`src/rtl/fifo_wr_arbiter.sv`:
```
// Round-robin write-port arbiter for two producers sharing one FIFO,
// with a per-ownership burst limit and empty-gated consumer reads.
module fifo_wr_arbiter #(
   parameter int unsigned BURST = 4,
   parameter int unsigned WIDTH = 8
) (
   input  logic             clk,
   input  logic             rst,
   input  logic             req0,
   input  logic [WIDTH-1:0] data0,
   output logic             gnt0,
   input  logic             req1,
   input  logic [WIDTH-1:0] data1,
   output logic             gnt1,
   input  logic             fifo_full,
   input  logic             fifo_empty,
   output logic             fifo_write,
   output logic [WIDTH-1:0] fifo_wdata,
   input  logic             rd_req,
   output logic             fifo_read,
   output logic             rd_ack,
   output logic [1:0]       owner,
   output logic [15:0]      wr_total
);

   localparam int unsigned CNT_W = 8;
   localparam logic [CNT_W-1:0] LAST = CNT_W'(BURST - 1);

   typedef enum logic [1:0] {
      IDLE = 2'b00,
      OWN0 = 2'b01,
      OWN1 = 2'b10
   } state_t;

   state_t           state;
   state_t           state_next;
   logic [CNT_W-1:0] burst_cnt;
   logic [CNT_W-1:0] burst_cnt_next;
   logic             rr_next;
   logic             rr_next_d;

   // Read side: consumer pop is only forwarded when the FIFO has data.
   assign fifo_read = rd_req & ~fifo_empty & rst;
   assign rd_ack    = fifo_read;
   assign owner     = state;

   // State register.
   always_ff @(posedge clk or negedge rst) begin
      if (!rst) state <= IDLE;
      else      state <= state_next;
   end

   // Next-state, burst counter and round-robin pointer update.
   always_comb begin
      state_next     = state;
      burst_cnt_next = burst_cnt;
      rr_next_d      = rr_next;
      case (state)
         IDLE: begin
            burst_cnt_next = '0;
            if (req0 && req1) state_next = rr_next ? OWN1 : OWN0;
            else if (req0)    state_next = OWN0;
            else if (req1)    state_next = OWN1;
         end
         OWN0: begin
            if (!req0) begin
               state_next     = req1 ? OWN1 : IDLE;
               rr_next_d      = 1'b1;
               burst_cnt_next = '0;
            end else if (gnt0 && burst_cnt == LAST) begin
               burst_cnt_next = '0;
               if (req1) begin
                  state_next = OWN1;
                  rr_next_d  = 1'b0;
               end
            end else if (gnt0) begin
               burst_cnt_next = burst_cnt + CNT_W'(1);
            end
         end
         OWN1: begin
            if (!req1) begin
               state_next     = req0 ? OWN0 : IDLE;
               rr_next_d      = 1'b0;
               burst_cnt_next = '0;
            end else if (gnt1 && burst_cnt == LAST) begin
               burst_cnt_next = '0;
               if (req0) begin
                  state_next = OWN0;
                  rr_next_d  = 1'b1;
               end
            end else if (gnt1) begin
               burst_cnt_next = burst_cnt + CNT_W'(1);
            end
         end
         default: state_next = IDLE;
      endcase
   end

   // Write-side outputs: the owner is granted whenever the FIFO has room.
   always_comb begin
      gnt0       = 1'b0;
      gnt1       = 1'b0;
      fifo_wdata = '0;
      case (state)
         OWN0: begin
            gnt0 = rst & req0 & ~fifo_full;
            if (gnt0) fifo_wdata = data0;
         end
         OWN1: begin
            gnt1 = rst & req1 & ~fifo_full;
            if (gnt1) fifo_wdata = data1;
         end
         default: ;
      endcase
      fifo_write = gnt0 | gnt1;
   end

   // Burst counter and round-robin preference.
   always_ff @(posedge clk or negedge rst) begin
      if (!rst) begin
         burst_cnt <= '0;
         rr_next   <= 1'b0;
      end else begin
         burst_cnt <= burst_cnt_next;
         rr_next   <= rr_next_d;
      end
   end

   // Running count of accepted writes, wrapping naturally.
   always_ff @(posedge clk or negedge rst) begin
      if (!rst)            wr_total <= '0;
      else if (fifo_write) wr_total <= wr_total + 16'd1;
   end

endmodule

```
`config.mk`:
```
export PLATFORM = sky130hd
export DESIGN_NAME = fifo_wr_arbiter
export DESIGN_NICKNAME = d
export VERILOG_FILES = /design/src/rtl/fifo_wr_arbiter.sv
export SDC_FILE = /design/constraint.sdc
export NUM_CORES = 1
export LEC_CHECK = 0
export ABC_AREA = 1
export BUFFER_PORTS_ARGS = -buffer_cell sky130_fd_sc_hd__buf_4
export CELL_PAD_IN_SITES_DETAIL_PLACEMENT = 0
export CELL_PAD_IN_SITES_GLOBAL_PLACEMENT = 2
export CORE_MARGIN = 2
export CORE_UTILIZATION = 28
export CTS_BUF_LIST = sky130_fd_sc_hd__clkbuf_16
export CTS_CLUSTER_SIZE = 8
export DETAILED_ROUTE_END_ITERATION = 7
export GPL_TIMING_DRIVEN = 1
export PLACE_DENSITY_LB_ADDON = 0.1
export SETUP_SLACK_MARGIN = 0.5
export SYNTH_ARGS = -nofsm -noshare
export SYNTH_HDL_FRONTEND = slang
export SYNTH_SLANG_ARGS = --single-unit
export TNS_END_PERCENT = 10
```
`constraint.sdc`:
```
create_clock -name clk -period 2.15 [get_ports clk]
set_input_delay 0.3225 -clock clk [delete_from_list [all_inputs] [get_ports clk]]
set_output_delay 0.3225 -clock clk [all_outputs]
set_load 0.05 [all_outputs]
```
==> flow_summary.yaml, run 1 <==
run_status:
  status: "finished, violations left"
  violations: "negative hold slack"
worst_hold_path:
  hp-class: "in2async"
critical_path:
  crit_chain: "inv_4, ha_4, nand2_4, nor2_4, buf_6, buf_12, nand2_4, a21oi_4, buf_8"
  cp_max_fo: 5
  slowest_stage: "dfrtp_4"
  crit_arrival_ns: 1.73
  endpoint_kind: "primary output"
  worstSetupPathType: "reg2out"
  cpPeakStageDelay_ns: 0.50
  critPathRequiredTime_ns: 1.83
  worst_path_most_repeated_cell: "nand2_4"
  startpoint_type: "flop"
pwr:
  p_leak_nw: 1.392
  max-vdd-ir-drop_uv: 637.1
  powerDensity_nw_per_um2: 843.5
  totalPowerFinal_mw: 2.524
global_route:
  use_met1_pct: 20.36
  grt_max_degree: 17
  grt_pass1_wl_mm: 9.397
  grt.total_usage_pct: 15.74
  use_met3_pct: 1.524
  grt_pass1_vias: 1969
  gr-max-usage-layer: "met2"
  grt_use_met2_pct: 27.55
  antenna_found_initial: 0
  grt_overflow: 0
floorplanning:
  core_area_um2: 6719
  die_h_um: 86.71
  fp-row-count: 30
  start_util_pct: 28.51
  die_area_um2: 7519
  die_w_um: 86.71
  io_pins: 54
clock_tree:
  ctsHtreeMaxLevel: 1
  clock_sinks: 27
  cts_tree: "built"
  path_clk_slew_ns: 0.07
  worstSkewPairLatency_ns: 0.26
  clk_path_buf_depth: 2
  cts_made_buffers: 3
  cts_root_buffer: "clkbuf_16"
placement:
  place_ws_ns: 0.2212
  hpwl_mm: 4.068
  gp_congestion: 0.8009
  port_buffers: 53
synthesis:
  synth_flop_cell: "dfrtp_1"
  synth.yosys.seq_area_share_pct: 35.27
  syn-num-nets: 311
  async_reset_ff_share_pct: 100.0
  netlist_top_cells_area: "dfrtp_1, nand2_1, nor2_1"
  yosys_warnings: 0
  synth_edf_count: 0
  synth_top_cell_area_share_pct: 35.27
  yosys.area.top_type: "dfrtp_1"
  ys_seq_elements: 27
  synthCells: 280
  ys_types: 25
  syn-mean-instance-area_um2: 6.841
  netlist_area_um2: 1916
sta:
  finalClockSkew_ns: 0.006187
  period_minus_slack_ns: 2.054
  rsz0062_at_grt: "yes"
  finalSetupTns_ns: 0
  max_slew_margin_pct: 72.73
  finalSetupViolations: 0
  holdWs_ns: -0.0007250
  drv_slew: 0
  finalCritPeriodShare_pct: 95.51
  tightestPinTransition_ns: 0.4075
  fmax_mhz: 487.0
  hold_viol_final: 2
  setup_slack_ns: 0.09644
final_layout:
  regArea_um2: 680.7
  drive_gt1_share_pct: 35.57
  multi_input_area_um2: 1309
  diodes: 0
  fillCellCount: 693
  final_nets: 389
  area_growth_pct: 56.17
run:
  cap_violations: 0
drt:
  vias: 1975
  dr.first_iter.drc_count: 59
  wl_per_cell_um: 12.75
  vias_per_cell: 4.519
  drt_first_pass_iters: 4
  antenna_left: 0
  drc: 0
  routed_wl_mm: 5.571
-- cells by family (layout without fill, tap and decap cells) --
| kind of cell | count (synthesis) | in the layout | share of synthesized area [%] |
|---|---|---|---|
| AO/OA/AOI/OAI | 24 | 24 | 7.120 |
| adder cells (fa/ha/maj) | 8 | 8 | 5.226 |
| buffers and inverters | 33 | 110 | 7.249 |
| flip-flops | 27 | 27 | 35.27 |
| AND/OR/NAND/NOR | 178 | 178 | 40.56 |
| XOR/XNOR | 10 | 10 | 4.572 |
-- power breakdown --
group          leakage (nW)  switching (mW)  internal (mW)  total (mW)
Sequential            0.354          0.0847          0.590       0.675
Clock                0.0371           0.191          0.253       0.444
Combinational          1.00           0.872          0.533        1.40
Total                  1.39            1.15           1.38        2.52
-- state kept, by name, summed over array words and instances, names as in the netlist --
register and flops:
wr_total 16, owner 2, rr_next 1, burst_cnt 8
-- layout make-up --
class	instances	area share [%]
sequential	27	22.75
inverter	30	3.973
clock buffer	3	2.509
clock inverter	1	0.2509
timing repair buffer	76	23.42
multi-input combinational	220	43.75
tap	80	3.346
-- cells in the mapped netlist (2+ instances only) --
master,n
nand2_2,2
dfrtp_1,27
nand3_2,4
nand2_1,106
buf_4,2
ha_1,8
nand2_4,3
o21ai_0,10
a21oi_1,10
inv_1,29
nand3_1,18
xnor2_1,3
xor2_1,7
nor2_2,2
nor2_1,39
-- critical path: cells and delay by family, from the launching register on --
family | cells | cell delay [ns]
adder cells (fa/ha/maj) | 1 | 0.14
AND/OR/NAND/NOR | 3 | 0.20
buffers and inverters | 4 | 0.46
AO/OA/AOI/OAI | 1 | 0.16
flip-flops | 1 | 0.50
-- layout by cell type, fill, tap and decap left out, types with 3 or more instances in the layout --
cell type  netlist  final
a21oi_4          1      9
xor2_1           7      7
inv_1           29     26
nand3_1         18     18
nand2_4          3      9
nand2_1        106     90
dfrtp_1         27     25
buf_6            1     12
ha_4             0      3
buf_12           0      3
clkbuf_16        0      3
buf_4            2     58
ha_1             8      5
nand3_2          4      4
nor2_1          39     39
nand2_2          2     12
o21ai_0         10     10
xnor2_1          3      3
-- per-layer routing --
layer	share of wire, %	wire length [um]
met1	44	2478
met2	52	2880
met3	2.3	126
met4	1.5	85
met5	0	0
-- what timing repair did --
| action | 4_1_cts | 5_1_grt |
|---|---|---|
| pin swaps | 13 | 6 |
| gates resized for setup | 20 | 3 |
| cloned | 2 | 0 |
| setup buffers | 17 | 0 |
| endpoints found under the setup margin | 24 | 38 |
| hold buffers | 0 | 0 |
-- final timing paths --
check                                            to  slack (ns)  depth (start not counted)                  from
max                                   fifo_wdata[7]         0.1                          9  owner[0]$_DFFE_PN0P_
max reg2reg                burst_cnt[5]$_DFFE_PN0P_        0.31                          9  owner[0]$_DFFE_PN0P_
min reg2reg                     rr_next$_DFFE_PN0P_        0.48                          2   rr_next$_DFFE_PN0P_
max in group asynchronous   wr_total[1]$_DFFE_PN0P_        1.69                          3                   rst
min in group clk                rr_next$_DFFE_PN0P_        0.47                          4                  req0
min                        burst_cnt[6]$_DFFE_PN0P_     -0.0007                          2                   rst
-- metrics by stage --
stage / util [%] / cell area [um^2] / instances
after floorplan: - / 2093 / 280
after global placement: 38.62 / 2595 / 414
after detailed placement: 38.62 / 2595 / 414
after CTS: 44.32 / 2978 / 437
after global routing: 44.53 / 2992 / 437
final: 44.53 / 2992 / 437
(Power assumes the default switching activity.)
==> run 2: changes to the inputs <==
==> constraint.sdc (replaced) <==
create_clock -name clk -period 2 [get_ports clk]
set_input_delay 0.1 -clock clk [delete_from_list [all_inputs] [get_ports clk]]
set_output_delay 0.1 -clock clk [all_outputs]
set_load 0.05 [all_outputs]
==> flow_summary.yaml, run 2 (synthesis gave the netlist of run 1 again) <==
run_status:
  status: "completed"
drt:
  antenna_left: 0
  drc: 0
  dr.first_iter.drc_count: 57
  vias_per_cell: 4.466
  drt_first_pass_iters: 4
  vias: 1947
  routed_wl_mm: 5.670
  wl_per_cell_um: 13.00
pwr:
  p_leak_nw: 1.365
  power_frac_comb_pct: 55.3
  max-vdd-ir-drop_uv: 783.2
  p_seq_share_pct: 26.8
  p_int_mw: 1.459
  totalPowerFinal_mw: 2.685
  pwr-share-clk_pct: 17.9
  switching_share_pct: 45.67
  powerDensity_nw_per_um2: 903.1
  p_switching_mw: 1.226
sta:
  fmax_mhz: 552.1
  finalSetupTns_ns: 0
  finalCritPeriodShare_pct: 90.56
  hold_viol_final: 0
  period_minus_slack_ns: 1.811
  max_slew_margin_pct: 74.36
  rsz0062_at_grt: "yes"
  finalClockSkew_ns: 0.001229
  tightestPinTransition_ns: 0.3832
  holdWs_ns: 0.1939
  finalSetupViolations: 0
  drv_slew: 0
clock_tree:
  clock_sinks: 27
  ctsHtreeMaxLevel: 1
  cts_made_buffers: 3
  worstSkewPairLatency_ns: 0.26
  cts_root_buffer: "clkbuf_16"
  path_clk_slew_ns: 0.07
  clk_path_buf_depth: 2
  cts_tree: "built"
critical_path:
  crit_arrival_ns: 1.71
  slowest_stage: "dfrtp_4"
  endpoint_kind: "primary output"
  critPathRequiredTime_ns: 1.90
  cp_num_buf_inv: 3
  startpoint: "owner[0]$_DFFE_PN0P_"
  r2r-end: "wr_total[10]$_DFFE_PN0P_"
  worstSetupPathType: "reg2out"
  cp_max_fo: 5
  endpoint: "fifo_wdata[7]"
  critPathTopFamily: "flip-flops"
  startpoint_type: "flop"
  reg2regPathDepth: 9
  r2r-start: "owner[0]$_DFFE_PN0P_"
  cpPeakStageDelay_ns: 0.50
  worst_path_most_repeated_cell: "nand2_4"
  reg2reg_slack_ns: 0.27
  crit_chain: "inv_4, ha_4, nand2_4, nor2_4, buf_12, nand2_4, a21oi_4, buf_6"
  crit_cells: 8
final_layout:
  regMostFlops: "wr_total"
  fin_area_um2: 2973
  diodes: 0
  largest_reg_flops: 16
  drive_gt1_share_pct: 34.27
  final_nets: 388
  layout_commonest_cell: "nand2_1"
  area_growth_pct: 55.19
  fin_cells: 436
  layout_common_cells: "nand2_1, buf_4, nor2_1"
floorplanning:
  io_pins: 54
  die_w_um: 86.71
  core_area_um2: 6719
  start_util_pct: 28.51
  die_area_um2: 7519
  die_h_um: 86.71
  fp-row-count: 30
placement:
  gp_congestion: 0.7969
  dp_cells: 414
  place_area_um2: 2595
  port_buffers: 53
  hpwl_mm: 4.084
global_route:
  antenna_found_initial: 0
  grt_pass1_wl_mm: 9.101
  grt_max_degree: 26
  grt_pass1_vias: 1947
  grt.total_usage_pct: 15.37
  grt_overflow: 0
run:
  cap_violations: 0
worst_hold_path:
  hp-class: "in2async"
==> run 2: timing repair <==
action	in CTS	in global routing
cloned	1	1
hold endpoints to repair	27	0
resized for setup	16	2
buffers inserted	10	3
endpoints found under the setup margin	34	36
hold buffers	3	0
pin swaps	8	3
==> run 2: worst min-delay path by stage <==
stage / end / slack, ns / cells after the start
after floorplan: burst_cnt[0]$_DFFE_PN0P_ / -0.20 / 0
after CTS: rr_next$_DFFE_PN0P_ / 0.21 / 2
after detailed placement: rr_next$_DFFE_PN0P_ / -0.09 / 1
after global placement: rr_next$_DFFE_PN0P_ / -0.09 / 1
final: rr_next$_DFFE_PN0P_ / 0.19 / 2
after global routing: rr_next$_DFFE_PN0P_ / 0.21 / 2
==> run 2: power by group through the flow <==
stage	registers (mW)	clock network, mW	logic [mW]
final	0.719	0.481	1.48
after global routing	0.732	0.517	1.60
after CTS	0.722	0.497	1.43
after detailed placement	0.759	0	1.19
after global placement	0.756	0	1.20
after floorplan	0.954	0	0.675
==> run 2: layer usage <==
| metal | GRT usage [%] | vias up | part of all wire (%) |
|---|---|---|---|
| met5 | 0 | - | 0 |
| met4 | 3.835 | 0 | 1.5 |
| met3 | 2.857 | 8 | 2.9 |
| met2 | 26.64 | 30 | 51 |
| met1 | 19.69 | 884 | 45 |
| li1 | - | 1025 | - |
==> run 2: area by class of cell <==
class / instances / area (um^2)
clock buffer: 3 / 75.07
inverter: 30 / 118.9
multi-input combinational: 220 / 1290
clock inverter: 1 / 3.754
timing repair buffer: 75 / 704.4
tap: 80 / 100.1
fill: 695 / 3746
sequential: 27 / 680.7
==> run 2: through the flow <==
stage               setup WS, ns  utilization (%)
global route              0.1266            44.25
global placement          0.2865            38.62
detailed placement        0.2692            38.62
CTS                       0.1680            43.35
floorplan                0.07812                -
finish                    0.1888            44.25
